## config.mk

```make
export PLATFORM = sky130hd
export DESIGN_NAME = mac_lookup_ctrl_flat
export DESIGN_NICKNAME = d
export VERILOG_FILES = /design/src/rtl/mac_lookup_if.sv /design/src/rtl/mac_lookup_ctrl.sv /design/src/flat_wrapper.sv
export SDC_FILE = /design/constraint.sdc
export NUM_CORES = 1
export LEC_CHECK = 0
export CORE_MARGIN = 3
export CORE_UTILIZATION = 52
export CTS_CLUSTER_SIZE = 24
export DETAILED_ROUTE_END_ITERATION = 8
export MAX_ROUTING_LAYER = met4
export PLACE_DENSITY = 0.81
export SLEW_MARGIN = 20
export SYNTH_ARGS = -nofsm -noshare
export SYNTH_HDL_FRONTEND = slang
export SYNTH_SLANG_ARGS = --single-unit
```

## constraint.sdc

```tcl
create_clock -name clk -period 3.95 [get_ports clk]
set_input_delay 1.185 -clock clk [delete_from_list [all_inputs] [get_ports clk]]
set_output_delay 1.185 -clock clk [all_outputs]
set_load 0.01 [all_outputs]
```

## src/rtl/mac_lookup_if.sv

```systemverilog
// Handshake bundle between the MAC lookup controller, the frame parser
// (req/res) and the hash-table search engine (se_*).
interface mac_lookup_if;
    logic        req_valid;
    logic        req_ready;
    logic [47:0] req_sa;
    logic [47:0] req_da;
    logic [3:0]  req_inport;

    logic        res_valid;
    logic        res_ready;
    logic [15:0] res_portmap;
    logic        res_flood;

    logic        se_req;
    logic        se_source;
    logic [47:0] se_mac;
    logic [9:0]  se_hash;
    logic [15:0] se_portmap;
    logic        se_ack;
    logic        se_nak;
    logic [15:0] se_result;

    modport master (
        input  req_valid, req_sa, req_da, req_inport, res_ready,
               se_ack, se_nak, se_result,
        output req_ready, res_valid, res_portmap, res_flood,
               se_req, se_source, se_mac, se_hash, se_portmap
    );

    modport slave (
        output req_valid, req_sa, req_da, req_inport, res_ready,
               se_ack, se_nak, se_result,
        input  req_ready, res_valid, res_portmap, res_flood,
               se_req, se_source, se_mac, se_hash, se_portmap
    );
endinterface

```

## src/rtl/mac_lookup_ctrl.sv

```systemverilog
// MAC learn/lookup sequencer: learns the SA, looks up the DA in the hash
// table, returns an egress port map, and requests periodic aging sweeps.
module mac_lookup_ctrl #(
    parameter logic [31:0] AGE_PERIOD = 32'd1_000_000
) (
    input  logic        clk,
    input  logic        rst,
    mac_lookup_if.master bus,
    output logic        aging_req,
    input  logic        aging_ack,
    output logic [15:0] learn_fail_cnt,
    output logic [15:0] miss_cnt
);

    typedef enum logic [1:0] {IDLE, LEARN, LOOK, RESP} state_t;

    state_t      state;
    logic [47:0] da_q;
    logic [3:0]  inport_q;
    logic        se_req_q, se_source_q;
    logic [47:0] se_mac_q;
    logic [9:0]  se_hash_q;
    logic [15:0] se_portmap_q;
    logic        res_valid_q, res_flood_q;
    logic [15:0] res_portmap_q;
    logic [15:0] lf_q, miss_q;
    logic [31:0] age_timer;
    logic        aging_req_q;

    function automatic logic [9:0] mac_hash(input logic [47:0] m);
        return m[9:0] ^ m[19:10] ^ m[29:20] ^ m[39:30] ^ {2'b0, m[47:40]};
    endfunction

    function automatic logic [15:0] excl(input logic [3:0] p);
        return 16'hFFFF & ~(16'h1 << p);
    endfunction

    // In IDLE the DA path works from the live request, elsewhere from the latch.
    logic [47:0] da_sel;
    logic [3:0]  inport_sel;
    logic        se_done;

    assign da_sel     = (state == IDLE) ? bus.req_da     : da_q;
    assign inport_sel = (state == IDLE) ? bus.req_inport : inport_q;
    assign se_done    = se_req_q & (bus.se_ack | bus.se_nak);

    always_ff @(posedge clk) begin
        if (rst) begin
            state         <= IDLE;
            da_q          <= '0;
            inport_q      <= '0;
            se_req_q      <= 1'b0;
            se_source_q   <= 1'b0;
            se_mac_q      <= '0;
            se_hash_q     <= '0;
            se_portmap_q  <= '0;
            res_valid_q   <= 1'b0;
            res_flood_q   <= 1'b0;
            res_portmap_q <= '0;
            lf_q          <= '0;
            miss_q        <= '0;
        end else begin
            case (state)
                IDLE, LEARN: begin
                    if (state == IDLE && bus.req_valid) begin
                        da_q     <= bus.req_da;
                        inport_q <= bus.req_inport;
                    end
                    if (state == IDLE && bus.req_valid && !bus.req_sa[40]) begin
                        state        <= LEARN;
                        se_req_q     <= 1'b1;
                        se_source_q  <= 1'b1;
                        se_mac_q     <= bus.req_sa;
                        se_hash_q    <= mac_hash(bus.req_sa);
                        se_portmap_q <= 16'h1 << bus.req_inport;
                    end else if ((state == IDLE && bus.req_valid) || (state == LEARN && se_done)) begin
                        se_req_q <= 1'b0;
                        if (state == LEARN && bus.se_nak && lf_q != 16'hFFFF)
                            lf_q <= lf_q + 16'd1;
                        if (da_sel[40]) begin
                            state         <= RESP;
                            res_valid_q   <= 1'b1;
                            res_flood_q   <= 1'b1;
                            res_portmap_q <= excl(inport_sel);
                        end else begin
                            // Enter LOOK with se_req low; it rises a cycle later.
                            state        <= LOOK;
                            se_source_q  <= 1'b0;
                            se_mac_q     <= da_sel;
                            se_hash_q    <= mac_hash(da_sel);
                            se_portmap_q <= '0;
                        end
                    end
                end
                LOOK: begin
                    if (!se_req_q) begin
                        se_req_q <= 1'b1;
                    end else if (se_done) begin
                        se_req_q    <= 1'b0;
                        state       <= RESP;
                        res_valid_q <= 1'b1;
                        if (bus.se_nak) begin
                            res_flood_q   <= 1'b1;
                            res_portmap_q <= excl(inport_q);
                            if (miss_q != 16'hFFFF) miss_q <= miss_q + 16'd1;
                        end else begin
                            res_flood_q   <= 1'b0;
                            res_portmap_q <= bus.se_result & excl(inport_q);
                        end
                    end
                end
                RESP: begin
                    if (bus.res_ready) begin
                        res_valid_q <= 1'b0;
                        state       <= IDLE;
                    end
                end
                default: state <= IDLE;
            endcase
        end
    end

    // Aging timer freezes while a sweep is outstanding.
    always_ff @(posedge clk) begin
        if (rst) begin
            age_timer   <= '0;
            aging_req_q <= 1'b0;
        end else if (aging_req_q) begin
            if (aging_ack) begin
                aging_req_q <= 1'b0;
                age_timer   <= '0;
            end
        end else if (age_timer == AGE_PERIOD - 32'd1) begin
            age_timer   <= '0;
            aging_req_q <= 1'b1;
        end else begin
            age_timer <= age_timer + 32'd1;
        end
    end

    assign bus.req_ready   = (state == IDLE) & ~rst;
    assign bus.res_valid   = res_valid_q & ~rst;
    assign bus.res_flood   = res_flood_q & ~rst;
    assign bus.res_portmap = res_portmap_q & {16{~rst}};
    assign bus.se_req      = se_req_q & ~rst;
    assign bus.se_source   = se_source_q & ~rst;
    assign bus.se_mac      = se_mac_q & {48{~rst}};
    assign bus.se_hash     = se_hash_q & {10{~rst}};
    assign bus.se_portmap  = se_portmap_q & {16{~rst}};
    assign aging_req       = aging_req_q & ~rst;
    assign learn_fail_cnt  = lf_q & {16{~rst}};
    assign miss_cnt        = miss_q & {16{~rst}};

endmodule

```

## src/flat_wrapper.sv

```systemverilog
// flat-port wrapper written by rule: the top's interface ports become plain ports
module mac_lookup_ctrl_flat 
#(
    parameter logic [31:0] AGE_PERIOD = 32'd1_000_000
)
  (clk, rst, aging_req, aging_ack, learn_fail_cnt, miss_cnt, bus_req_valid, bus_req_sa, bus_req_da, bus_req_inport, bus_res_ready, bus_se_ack, bus_se_nak, bus_se_result, bus_req_ready, bus_res_valid, bus_res_portmap, bus_res_flood, bus_se_req, bus_se_source, bus_se_mac, bus_se_hash, bus_se_portmap);
  mac_lookup_if bus_i ();
  input  logic clk;
  input  logic rst;
  output logic aging_req;
  input  logic aging_ack;
  output logic [15:0] learn_fail_cnt;
  output logic [15:0] miss_cnt;
  input wire logic [$bits(bus_i.req_valid)-1:0] bus_req_valid;
  input wire logic [$bits(bus_i.req_sa)-1:0] bus_req_sa;
  input wire logic [$bits(bus_i.req_da)-1:0] bus_req_da;
  input wire logic [$bits(bus_i.req_inport)-1:0] bus_req_inport;
  input wire logic [$bits(bus_i.res_ready)-1:0] bus_res_ready;
  input wire logic [$bits(bus_i.se_ack)-1:0] bus_se_ack;
  input wire logic [$bits(bus_i.se_nak)-1:0] bus_se_nak;
  input wire logic [$bits(bus_i.se_result)-1:0] bus_se_result;
  output wire logic [$bits(bus_i.req_ready)-1:0] bus_req_ready;
  output wire logic [$bits(bus_i.res_valid)-1:0] bus_res_valid;
  output wire logic [$bits(bus_i.res_portmap)-1:0] bus_res_portmap;
  output wire logic [$bits(bus_i.res_flood)-1:0] bus_res_flood;
  output wire logic [$bits(bus_i.se_req)-1:0] bus_se_req;
  output wire logic [$bits(bus_i.se_source)-1:0] bus_se_source;
  output wire logic [$bits(bus_i.se_mac)-1:0] bus_se_mac;
  output wire logic [$bits(bus_i.se_hash)-1:0] bus_se_hash;
  output wire logic [$bits(bus_i.se_portmap)-1:0] bus_se_portmap;
  assign bus_i.req_valid = bus_req_valid;
  assign bus_i.req_sa = bus_req_sa;
  assign bus_i.req_da = bus_req_da;
  assign bus_i.req_inport = bus_req_inport;
  assign bus_i.res_ready = bus_res_ready;
  assign bus_i.se_ack = bus_se_ack;
  assign bus_i.se_nak = bus_se_nak;
  assign bus_i.se_result = bus_se_result;
  assign bus_req_ready = bus_i.req_ready;
  assign bus_res_valid = bus_i.res_valid;
  assign bus_res_portmap = bus_i.res_portmap;
  assign bus_res_flood = bus_i.res_flood;
  assign bus_se_req = bus_i.se_req;
  assign bus_se_source = bus_i.se_source;
  assign bus_se_mac = bus_i.se_mac;
  assign bus_se_hash = bus_i.se_hash;
  assign bus_se_portmap = bus_i.se_portmap;
  mac_lookup_ctrl #(.AGE_PERIOD(AGE_PERIOD)) u_core (.clk(clk), .rst(rst), .bus(bus_i), .aging_req(aging_req), .aging_ack(aging_ack), .learn_fail_cnt(learn_fail_cnt), .miss_cnt(miss_cnt));
endmodule
```

# == Word level (Yosys, flattened, before mapping) ==
# Index checks and enable logic that the tools add are counted.
# Widths: inputs -> output; s select.
# op_classes
muxes,50
reduce_logical,19
n_bitwise,27
n_shift,3
add_sub_neg,3
eq_ne,15
# op_table
operator,n
$mux 48,4
$mux 16,9
$mux 32,3
$and 16x16->16,5
$xor 10x10->10,6
$and 48x48->48,1
$shl 1x4->16 const A,3
$add 16x1->16 const B,2
$add 32x1->32 const B,1
$eq 32x20->1 const B,1
$ne 16x16->1 const B,2
$not 16->16,2
$pmux 16 s2,1
$mux 10,3
$mux 1,20
$xor 10x8->10,2
$reduce_and 6->1,2
$and 10x10->10,1
$mux 2,5
$ne 2x1->1 const B,4
$ne 2x2->1 const B,4
$reduce_and 4->1,2
$and 1x1->1,7
$pmux 2 s3,1
other kinds (17),26
# totals
out_inout_bits,128
inputBits,123
register_bits,213
elab_cells,132

# == Longest topological paths before layout ==
# depth
ltp_word,9
mapped_depth,9
ltp_nobuf,6

# == Worst setup path before layout ==
# No wires, ideal clock.
# synth_path
kind,input to output
start,in rst
end,out aging_req
n_path_buf,4
path_slack_ns,0.377
t_required_ns,2.765
stages,5
t_arrival_ns,2.388
path_cell_list,clkbuf_1 clkbuf_1 clkbuf_1 clkbuf_1 nor2_1
# synth_between
elab_chain_len,2
# synth_lines
item,line_no,rtl
"start, declared",flat_wrapper.sv:9,input logic rst;
$not 1->1,mac_lookup_ctrl.sv:150,assign aging_req = aging_req_q & ~rst;
$and 1x1->1,mac_lookup_ctrl.sv:150,
"end, declared",flat_wrapper.sv:10,output logic aging_req;
# No other way between the ends.

# == Worst setup path after layout ==
# layout_path
start,in rst
end,out bus_se_mac[45]
# layout_between
elab_chain_len,2
# layout_lines
item,line_no,rtl
$not 1->1,mac_lookup_ctrl.sv:147,assign bus.se_mac = se_mac_q & {48{~rst}};
$and 48x48->48,mac_lookup_ctrl.sv:147,
"end, declared",flat_wrapper.sv:28,output wire logic [$bits(bus_i.se_mac)-1:0] bus_se_mac;
# No other way between the ends.

==> results_dict.tcl <==
set metrics [dict create \
    ctsResizeCount 0 \
    cts_root_buf "clkbuf_16" \
    clk_latency_ns 0.50 \
    drtPass1Iterations 7 \
    hold_start "u_core.se_mac_q[11]" \
    r2r_slack_ns 1.18 \
    layout_min_cycle_time_ns 3.66 \
    critPathSlowestCell "clkdlybuf4s50_1" \
    ff2ff_path_depth 8 \
    die-area_um2 24900 \
    ys_ff_latch 213 \
    combinationalPowerShare_pct 27.5 \
    power_density_nw_per_um2 410 \
    synth_compound_area_share_pct 17.8 \
    status "finished clean" \
    synthesis.area_um2 12000 \
    finalInstanceArea_um2 15400 \
    top_layer "met4" \
    synth_seq_area_share_pct 35.6 \
    hp-class "flop to flop" \
    maxSlewViolCount 0 \
    arrival_ns 2.47 \
    yosys_warnings 0 \
    synthTopCellsByCount "nand2_1, dfxtp_1, a21oi_1, nor2b_1, nor2_1" \
    synth_top_area_share_pct 35.6 \
    hold_path_depth 2 \
    wl_met1_um 15600 \
    syn_area_per_cell_um2 7.83 \
    p_switching_mw 1.97 \
    core_region_area_um2 22200 \
    rr_endpoint "u_core.se_hash_q[4]" \
    clkTransAtPathRegs_ns 0.06 \
    synth_top_family_by_area "simple AND/OR/NAND/NOR gates" \
    synth-async-reset-ratio_pct 0 \
    finalClockSkew_ns 0.00866 \
    path_cells "buf_8 > buf_12 > nor2b_1 > clkdlybuf4s50_1" \
    die_w_um 158 \
    slew_headroom_pct 27.3 \
    syn-num-nets 1657 \
    hold_viol 0 \
    netlist_top_cells_area "dfxtp_1, nand2_1, a21oi_1" \
    area_delta_synth_final_pct 28.4 \
    start_kind "input port" \
    die_y_um 158 \
    grt_max_degree 71 \
    syn_inst 1531 \
    drive_above_1_share_pct 6.44 \
    grt_setup_unrepaired "no" \
    synth-edff-count 0 \
    holdPathEnd "u_core.se_mac_q[11]" \
    synthSimpleGateAreaFrac_pct 28.8 \
    via_per_inst 5.90 \
    crit_type "input port to output port" \
    hold_ws_ns 0.446 \
    cts_tree "done" \
    ir_worst_vdd_mv 0.250 \
    placed_area_um2 14600 \
    dr_wl_met2_um 17500 \
    antenna_found_initial 3 \
    internal_power_mw 4.34 \
    place.gp.congestion 1.01 \
    crit_path_end_kind "output port" \
    hold_buffers 0 \
    post-dp-hpwl_um 27600 \
    synth.most_common_cell "nand2_1" \
    grt_pass1_vias 11000 \
    worst_pin_slew_ns 1.09 \
    num_io_pins 251 \
    final_nets 1852 \
    wire_per_inst_um 18.7 \
    rows 54 \
    max_stage_delay_ns 0.63 \
    drt_iter0_markers 1038 \
    synthAdderAreaFrac_pct 0.313 \
    fmax_mhz 273 \
    yosys.area_share.xor_xnor_pct 8.32 \
    cts_buffer_depth 3 \
    p_sw_share_pct 31.2 \
    synth.mux.area_fraction_pct 4.31 \
    stdcell_count 2022 \
    rr_startpoint "u_core.state[1]" \
    cp.required_ns 2.76 \
    routed_wl_um 37800 \
    grtUsageTotal_pct 30.2 \
    synth_top_area_cell "dfxtp_1" \
    cts.sinks 213 \
    yosysUniqueCellTypes 74 \
    worst-path-max-fanout 55 \
    grt-ovfl-total 0 \
    cts_buffers 23 \
    final-setup-viol-count 0 \
    synth-main-ff-cell "dfxtp_1" \
    cap_viol_max_count 0 \
    post_cts_buffers 0 \
    numPlacedInstances 1980 \
    clkPwrFrac_pct 33.6 \
    initial_core_util_pct 53.9 \
    vias 11900 \
    wl_met3_um 3330 \
    p_leak_nw 5.62 \
    grt_pass1_wl_um 59000 \
    post-route-period-util_pct 92.6 \
    final_antenna_net_count 0 \
    fin_setup_tns_ns 0 \
    htree_levels 1 \
    drc 0 \
    pwr-share-seq_pct 38.8 \
    port_buffers 250 \
]
## per-layer routing
layer  track usage [%]  vias to the layer above
li1                  -                     5711
met1              39.7                     5582
met2              47.7                      547
met3              4.43                       90
met4              10.6                        0
met5                 -                        -
## critical path: cells and delay by family
kind | cells | cell delay, ns
and+or+nand+nor | 1 | 0.22
buffers and inverters | 3 | 1.04
## stage by stage
step	setup slack (ns)	total power [mW]	util [%]
floorplan	0.377	3.58	-
global placement	0.353	4.16	65.8
detailed placement	0.330	4.19	65.8
CTS	0.332	6.30	69.1
global route	0.261	6.57	69.3
finish	0.294	6.31	69.3
## cell type report
cell class,count,area [um^2]
clock buffers,30,642
fillers,1796,6830
well taps,280,350
diodes,3,7.51
repair buffers,282,2830
clock inverters,8,90.1
multi-input cells,1192,7160
inverters,14,52.6
flip-flops and latches,213,4260
## sequential cells by signal (all words and copies together) (netlist names)
| signal | count |
|---|---|
| u_core.se_source_q | 1 |
| u_core.da_q | 48 |
| u_core.res_valid_q | 1 |
| u_core.aging_req_q | 1 |
| u_core.res_portmap_q | 16 |
| u_core.se_hash_q | 10 |
| u_core.miss_q | 16 |
| u_core.se_req_q | 1 |
| u_core.res_flood_q | 1 |
| u_core.se_portmap_q | 16 |
| u_core.state | 2 |
| u_core.lf_q | 16 |
| u_core.age_timer | 32 |
| u_core.se_mac_q | 48 |
| u_core.inport_q | 4 |
## layout by cell type, fill, tap and decap left out, types with 9 or more instances in the layout
cell	Yosys	final
a21oi_1	163	163
o21ai_0	61	61
a22oi_1	15	15
a211oi_1	12	12
nand3_1	69	69
xnor2_1	76	76
dfxtp_1	213	213
mux2i_1	40	40
clkbuf_16	0	23
clkdlybuf4s50_1	0	249
nand2_1	274	273
o22ai_1	9	9
nand4_1	14	14
xor2_1	25	25
nor2b_1	129	129
o211ai_1	55	55
nor3_1	27	27
mux2_2	9	9
inv_1	14	14
buf_4	6	26
nor4_1	14	14
nor2_1	87	87
## power groups by stage
| stage | combinational, mW | clock (mW) | sequential (mW) |
|---|---|---|---|
| 2_1_floorplan | 1.15 | 0 | 2.43 |
| 3_3_place_gp | 1.67 | 0 | 2.49 |
| 3_5_place_dp | 1.70 | 0 | 2.49 |
| 4_1_cts | 1.71 | 2.15 | 2.44 |
| 5_1_grt | 1.87 | 2.23 | 2.46 |
| 6_report | 1.74 | 2.12 | 2.45 |
## cell families (layout without fill, tap and decap cells)
family,after synthesis,count (layout)
AND/OR/NAND/NOR,680,680
AO/OA/AOI/OAI,353,353
flip-flops,213,213
buffers and inverters,126,334
XOR/XNOR,106,106
multiplexers,50,50
adder cells (fa/ha/maj),3,3
other,0,3
## worst max-delay path by stage
stage | slack, ns | to | startpoint | cells after the start
after floorplan | 0.38 | aging_req | rst | 5
after global placement | 0.35 | bus_se_mac[45] | rst | 4
after detailed placement | 0.33 | bus_se_mac[45] | rst | 4
after CTS | 0.33 | bus_se_mac[45] | rst | 4
after global routing | 0.26 | bus_se_portmap[0] | rst | 4
final | 0.29 | bus_se_mac[45] | rst | 4
Power figures use the tool's default switching activity.
